==> src/rtl/qa_drv_hazard_sched_pkg.sv <==
// qa_drv_hazard_sched_pkg: shared widths, bucket index type and bucket hash for the hazard scheduler.
package qa_drv_hazard_sched_pkg;
    localparam int BUCKET_IDX_WIDTH = 6;
    localparam int OUTSTANDING_WIDTH = 16;
    typedef logic [BUCKET_IDX_WIDTH-1:0] t_bucket_idx;
    // Folds the two lowest h-bit address fields together; bits at and above h are zero.
    function automatic logic [15:0] bucket_hash(input logic [63:0] addr, input int h);
        return 16'(addr ^ (addr >> h)) & ((16'(1) << h) - 16'(1));
    endfunction
endpackage

==> src/rtl/qa_drv_prim_counting_filter.sv <==
// qa_drv_prim_counting_filter: per-bucket saturating counters with multi-client insert, remove and zero test.
module qa_drv_prim_counting_filter #(
    parameter int N_BUCKETS = 64,
    parameter int BITS_PER_BUCKET = 4,
    parameter int N_INSERT_CLIENTS = 1,
    parameter int N_REMOVE_CLIENTS = 1,
    parameter int N_TEST_CLIENTS = 4,
    localparam int H = $clog2(N_BUCKETS)
) (
    input  logic                                 clk,
    input  logic                                 resetb,
    input  logic [N_INSERT_CLIENTS-1:0]          insert_en_i,
    input  logic [N_INSERT_CLIENTS-1:0][H-1:0]   insert_bucket_i,
    input  logic [N_REMOVE_CLIENTS-1:0]          remove_en_i,
    input  logic [N_REMOVE_CLIENTS-1:0][H-1:0]   remove_bucket_i,
    input  logic [N_TEST_CLIENTS-1:0][H-1:0]     test_bucket_i,
    output logic [N_TEST_CLIENTS-1:0]            test_isZero_o
);
    localparam int CMAX = (1 << BITS_PER_BUCKET) - 1;
    logic [BITS_PER_BUCKET-1:0] cnt_q [N_BUCKETS];
    logic [BITS_PER_BUCKET-1:0] cnt_d [N_BUCKETS];
    int n;
    // Net all clients per bucket before clamping so same-cycle insert and remove cancel.
    always_comb begin
        n = 0;
        for (int b = 0; b < N_BUCKETS; b++) begin
            n = int'(cnt_q[b]);
            for (int c = 0; c < N_INSERT_CLIENTS; c++)
                n = n + int'(insert_en_i[c] && insert_bucket_i[c] == H'(b));
            for (int c = 0; c < N_REMOVE_CLIENTS; c++)
                n = n - int'(remove_en_i[c] && remove_bucket_i[c] == H'(b));
            cnt_d[b] = (n < 0) ? '0 : (n > CMAX) ? '1 : BITS_PER_BUCKET'(n);
        end
    end
    always_comb begin
        test_isZero_o = '0;
        for (int t = 0; t < N_TEST_CLIENTS; t++)
            test_isZero_o[t] = cnt_q[test_bucket_i[t]] == '0;
    end
    always_ff @(posedge clk) begin
        if (!resetb) cnt_q <= '{default: '0};
        else cnt_q <= cnt_d;
    end
endmodule

==> src/rtl/qa_drv_prim_rr_arb.sv <==
// qa_drv_prim_rr_arb: N-way round-robin arbiter; the pointer moves past the winner on each grant.
module qa_drv_prim_rr_arb #(
    parameter int N = 4,
    localparam int IW = $clog2(N)
) (
    input  logic          clk,
    input  logic          resetb,
    input  logic [N-1:0]  req_i,
    input  logic          en_i,
    output logic [N-1:0]  gnt_o,
    output logic [IW-1:0] idx_o,
    output logic          valid_o
);
    logic [IW-1:0] ptr_q;
    logic [IW-1:0] j;
    // Scan from farthest to nearest so the requester closest to the pointer is assigned last and wins.
    always_comb begin
        gnt_o = '0;
        idx_o = '0;
        j = '0;
        for (int k = N - 1; k >= 0; k--) begin
            j = IW'((int'(ptr_q) + k) % N);
            if (en_i && req_i[j]) begin
                gnt_o = '0;
                gnt_o[j] = 1'b1;
                idx_o = j;
            end
        end
    end
    assign valid_o = |gnt_o;
    always_ff @(posedge clk) begin
        if (!resetb) ptr_q <= '0;
        else if (valid_o) ptr_q <= (idx_o == IW'(N - 1)) ? '0 : idx_o + 1'b1;
    end
endmodule

==> src/rtl/qa_drv_prim_hazard_sched.sv <==
// qa_drv_prim_hazard_sched: round-robin scheduler that serializes requests whose address bucket is in flight.
// Defining QA_HAZARD_SCHED_STATS_EN adds saturating hazard-stall and grant counters.
module qa_drv_prim_hazard_sched
    import qa_drv_hazard_sched_pkg::*;
#(
    parameter int N_REQ = 4,
    parameter int ADDR_WIDTH = 42,
    parameter int N_BUCKETS = 64,
    parameter int BITS_PER_BUCKET = 4,
    parameter int MAX_OUTSTANDING = 32,
    localparam int RW = $clog2(N_REQ),
    localparam int H = $clog2(N_BUCKETS)
) (
    input  logic                                clk,
    input  logic                                resetb,
    input  logic [N_REQ-1:0]                    req_valid,
    input  logic [N_REQ-1:0][ADDR_WIDTH-1:0]    req_addr,
    output logic [N_REQ-1:0]                    req_ready,
    output logic                                out_valid,
    output logic [ADDR_WIDTH-1:0]               out_addr,
    output logic [RW-1:0]                       out_reqId,
    output logic [H-1:0]                        out_bucket,
    input  logic                                out_ready,
    input  logic                                cpl_valid,
    input  logic [H-1:0]                        cpl_bucket,
    output logic [OUTSTANDING_WIDTH-1:0]        outstanding,
`ifdef QA_HAZARD_SCHED_STATS_EN
    output logic [31:0]                         stat_hazardStalls,
    output logic [31:0]                         stat_grants,
`endif
    output logic                                err_underflow
);
    logic [N_REQ-1:0][H-1:0] bucket;
    logic [N_REQ-1:0] zero, elig, gnt;
    logic [RW-1:0] win;
    logic grant, cap_ok, slot_free, cpl_ok;
    logic out_valid_q, err_q;
    logic [ADDR_WIDTH-1:0] out_addr_q;
    logic [RW-1:0] out_reqId_q;
    logic [H-1:0] out_bucket_q;
    logic [OUTSTANDING_WIDTH-1:0] outstanding_q;
    always_comb begin
        bucket = '0;
        for (int i = 0; i < N_REQ; i++)
            bucket[i] = H'(bucket_hash(64'(req_addr[i]), H));
    end
    assign cap_ok = outstanding_q < OUTSTANDING_WIDTH'(MAX_OUTSTANDING);
    assign elig = req_valid & zero & {N_REQ{cap_ok}};
    assign slot_free = resetb && (!out_valid_q || out_ready);
    // A completion with nothing in flight is an error and must not disturb the filter.
    assign cpl_ok = cpl_valid && outstanding_q != '0;
    qa_drv_prim_rr_arb #(.N(N_REQ)) u_arb (
        .clk(clk),
        .resetb(resetb),
        .req_i(elig),
        .en_i(slot_free),
        .gnt_o(gnt),
        .idx_o(win),
        .valid_o(grant)
    );
    qa_drv_prim_counting_filter #(
        .N_BUCKETS(N_BUCKETS),
        .BITS_PER_BUCKET(BITS_PER_BUCKET),
        .N_INSERT_CLIENTS(1),
        .N_REMOVE_CLIENTS(1),
        .N_TEST_CLIENTS(N_REQ)
    ) u_filter (
        .clk(clk),
        .resetb(resetb),
        .insert_en_i(grant),
        .insert_bucket_i(bucket[win]),
        .remove_en_i(cpl_ok),
        .remove_bucket_i(cpl_bucket),
        .test_bucket_i(bucket),
        .test_isZero_o(zero)
    );
    always_ff @(posedge clk) begin
        if (!resetb) begin
            out_valid_q <= 1'b0;
            out_addr_q <= '0;
            out_reqId_q <= '0;
            out_bucket_q <= '0;
            outstanding_q <= '0;
            err_q <= 1'b0;
        end else begin
            if (grant) begin
                out_valid_q <= 1'b1;
                out_addr_q <= req_addr[win];
                out_reqId_q <= win;
                out_bucket_q <= bucket[win];
            end else if (out_ready) begin
                out_valid_q <= 1'b0;
            end
            outstanding_q <= outstanding_q + OUTSTANDING_WIDTH'(grant) - OUTSTANDING_WIDTH'(cpl_ok);
            if (cpl_valid && outstanding_q == '0) err_q <= 1'b1;
        end
    end
    assign req_ready = gnt;
    assign out_valid = out_valid_q;
    assign out_addr = out_addr_q;
    assign out_reqId = out_reqId_q;
    assign out_bucket = out_bucket_q;
    assign outstanding = outstanding_q;
    assign err_underflow = err_q;
`ifdef QA_HAZARD_SCHED_STATS_EN
    logic [31:0] stalls_q, grants_q;
    always_ff @(posedge clk) begin
        if (!resetb) begin
            stalls_q <= '0;
            grants_q <= '0;
        end else begin
            if (|(req_valid & ~zero) && cap_ok && !(&stalls_q)) stalls_q <= stalls_q + 1'b1;
            if (grant && !(&grants_q)) grants_q <= grants_q + 1'b1;
        end
    end
    assign stat_hazardStalls = stalls_q;
    assign stat_grants = grants_q;
`endif
endmodule

==> config.mk <==
export PLATFORM = sky130hd
export DESIGN_NAME = qa_drv_prim_hazard_sched
export DESIGN_NICKNAME = d
export VERILOG_FILES = /design/src/rtl/qa_drv_hazard_sched_pkg.sv /design/src/rtl/qa_drv_prim_counting_filter.sv /design/src/rtl/qa_drv_prim_rr_arb.sv /design/src/rtl/qa_drv_prim_hazard_sched.sv
export SDC_FILE = /design/constraint.sdc
export NUM_CORES = 1
export LEC_CHECK = 0
export BUFFER_PORTS_ARGS = -buffer_cell sky130_fd_sc_hd__buf_4
export CAP_MARGIN = 20
export CORE_UTILIZATION = 44
export DETAILED_ROUTE_END_ITERATION = 10
export PLACE_DENSITY_LB_ADDON = 0.05
export RECOVER_POWER = 100
export SETUP_SLACK_MARGIN = 0.1
export SYNTH_ARGS = -nofsm -noshare
export SYNTH_HDL_FRONTEND = slang
export SYNTH_HIERARCHICAL = 1
export SYNTH_SLANG_ARGS = --single-unit
==> constraint.sdc <==
create_clock -name clk -period 8.2 [get_ports clk]
set_input_delay 1.64 -clock clk [delete_from_list [all_inputs] [get_ports clk]]
set_output_delay 1.64 -clock clk [all_outputs]
set_load 0.02 [all_outputs]
==> impl_metrics.yaml <==
synthesis:
  synth.distinct_cells: 80
  synth.most_common_cell: "nor2_1"
  synthArstFlopShare_pct: 0
  yosysSeqAreaShare_pct: 23.14
  synthAdderAreaFrac_pct: 22.88
  synthXorXnorAreaFrac_pct: 8.882
  synth_compound_gate_area_share_pct: 12.85
  synthTopCellsByCount: "448 x nor2_1, 415 x ha_1, 359 x inv_1, 326 x dfxtp_1, 308 x a21oi_1"
  synth_top_family_by_area: "adder cells"
  yosysTopAreaCell: "dfxtp_1"
  synth-edff-count: 0
  synth.avg_cell_area_um2: 8.593
  syn_inst: 3282
  synth.top_cell.area_share_pct: 23.14
  syn-num-nets: 3942
  synth_top_cells_by_area: "dfxtp_1 23%, ha_1 18%, xnor2_1 8.0%, mux4_2 7.2%, nor2_1 6.0%"
  ys_warn_count: 6
  synth-main-ff-cell: "dfxtp_1"
  synth.area.mux_share_pct: 9.987
  syn_area_um2: 28200
  yosys.area_share.simple_pct: 16.01
  synth_seq_cells: 326
timing:
  tns_ns: 0
  period_share_pct: 96.52
  max_slew_margin_pct: -96.30
  rsz0062_at_grt: "false"
  hold_ws_ns: 0.4857
  setup_viol: 0
  tightest_slew_ns: 2.945
  fin_skew_ns: 0.01414
  hold_viol: 0
  fmax_ghz: 0.1264
  period_minus_slack_ns: 7.914
  maxSlewViolCount: 86
place:
  place_hpwl_um: 76830
  dpl-instance-area_um2: 32750
  placed_cells: 4502
  gp_congestion: 0.9668
  io_buffer_count: 253
cts:
  clock_latency_ns: 0.57
  clkTransAtPathRegs_ns: 0.06
  ctsLongestPathBuffers: 3
  htreeDepth: 2
  cts_tree: "built"
  post_cts_buffers: 0
  cts.sinks: 326
  numCtsBuffers: 43
  cts_root_buffer: "clkbuf_16"
  ctsHoldBuffers: 0
floorplan:
  dieWidth_um: 255.2
  ios: 254
  core.rowCount: 92
  start_util_pct: 44.63
  coreArea_um2: 63200
  die_y_um: 255.2
  die_area_um2: 65110
layout:
  finalInstanceArea_um2: 33890
  nets: 4363
  instances_no_fill: 4581
  drive_above_1_share_pct: 15.64
  syn2layout_area_growth_pct: 20.16
  n_antenna_cell: 0
setup_path:
  critPathTopFamily: "compound AO/OA/AOI/OAI gates"
  cp.required_ns: 8.64
  crit_buf_inv: 8
  slowest_stage: "a2111oi_0"
  arrival_ns: 8.36
  path_class: "in2reg"
  path_max_fanout: 18
  crit_path_max_incr_delay_ns: 0.69
  worstSetupEndpointType: "flop"
  start_kind: "primary input"
detailed_routing:
  drt_pass1_iterations: 5
  postRouteAntennaNets: 0
  drt-wirelength-per-cell_um: 20.83
  drt_iter0_markers: 1946
  drc: 0
  routed_via_density: 5.572
  via_count: 25520
  routed_wl_um: 95440
global_routing:
  grt_pass1_wl_um: 144500
  antenna_found_initial: 3
  grt_max_degree: 51
  grt_util_all_layers_pct: 28.87
  grt_pass1_vias: 25600
  grt-ovfl-total: 0
power:
  p_leak_nw: 15.01
  p_per_area_nw_per_um2: 439.3
  vdd_ir_drop_max_mv: 0.2832
run_status:
  status: "complete, but fails checks"
  violations: "max-capacitance violations, max-slew violations"
flow_run:
  maxCapViolations: 2
min_path:
  hold_class: "reg2reg"
final cells by class:
type | count | area [um^2]
clock buffers | 69 | 1336
well taps | 846 | 1059
inverters | 365 | 1373
flip-flops and latches | 326 | 6526
fillers | 5923 | 29310
clock inverters | 8 | 115.1
repair buffers | 468 | 3410
multi-input cells | 2499 | 20070
state kept, by name (all words and copies together) (netlist names):
name	cells
out_bucket	6
err_underflow	1
out_reqId	2
outstanding	16
out_addr	42
out_valid	1
u_arb/ptr_q	2
u_filter/cnt_q	256
repair_timing:
action,in CTS,in global routing
gates resized for setup,0,6
endpoints found under the hold margin,0,0
setup endpoints to repair,0,76
stage by stage:
stage | total power, mW | utilization, % | setup slack [ns]
after floorplan | 10.12 | - | 0.4154
after global placement | 12.58 | 51.82 | -0.4271
after detailed placement | 12.96 | 51.82 | -0.4354
after CTS | 15.00 | 54.11 | 0.1479
after global routing | 16.16 | 53.62 | 0.07866
final | 14.89 | 53.62 | 0.2858
final timing paths:
check	start	to	slack (ns)	cells after the start
min	out_bucket[2]	out_bucket[2]	0.49	2
min reg2reg	out_bucket[2]	out_bucket[2]	0.49	2
max	req_addr[84]	u_filter/cnt_q[30]	0.29	29
max reg2reg	u_filter/cnt_q[223]	u_filter/cnt_q[30]	1.30	27
per-layer routing:
layer,GRT usage [%],share of wire [%],vias to the layer above
li1,-,-,12190
met1,37.94,44,12380
met2,46.90,46,769
met3,5.471,6.7,184
met4,10.78,3.7,6
met5,0,0.037,-
cell families (layout without fill, tap and decap cells):
kind of cell / Yosys count / in the layout
buffers and inverters: 457 / 910
AO/OA/AOI/OAI: 579 / 579
adder cells (fa/ha/maj): 478 / 478
multiplexers: 168 / 168
flip-flops: 326 / 326
XOR/XNOR: 286 / 286
AND/OR/NAND/NOR: 988 / 988
cells in the final DEF (no fill, tap or decap), types with 71 or more instances in the layout:
master / count
nand2_1: 231
a21o_1: 71
a21oi_1: 308
xnor2_1: 256
mux4_2: 90
ha_1: 415
mux2i_1: 74
clkbuf_1: 95
dfxtp_1: 326
nor2_1: 446
inv_1: 358
buf_4: 360
power by group:
part,switching (mW),internal (mW)
sequential,0.744,2.33
clock,0.748,1.20
combinational,5.43,4.44
tightest hold or removal path: stages, from the launching register on:
cell and delay, ns:
dfxtp_1 0.31, nor2_1 0.08, nor3_1 0.05
No activity file was read; power rests on OpenSTA's default activity.
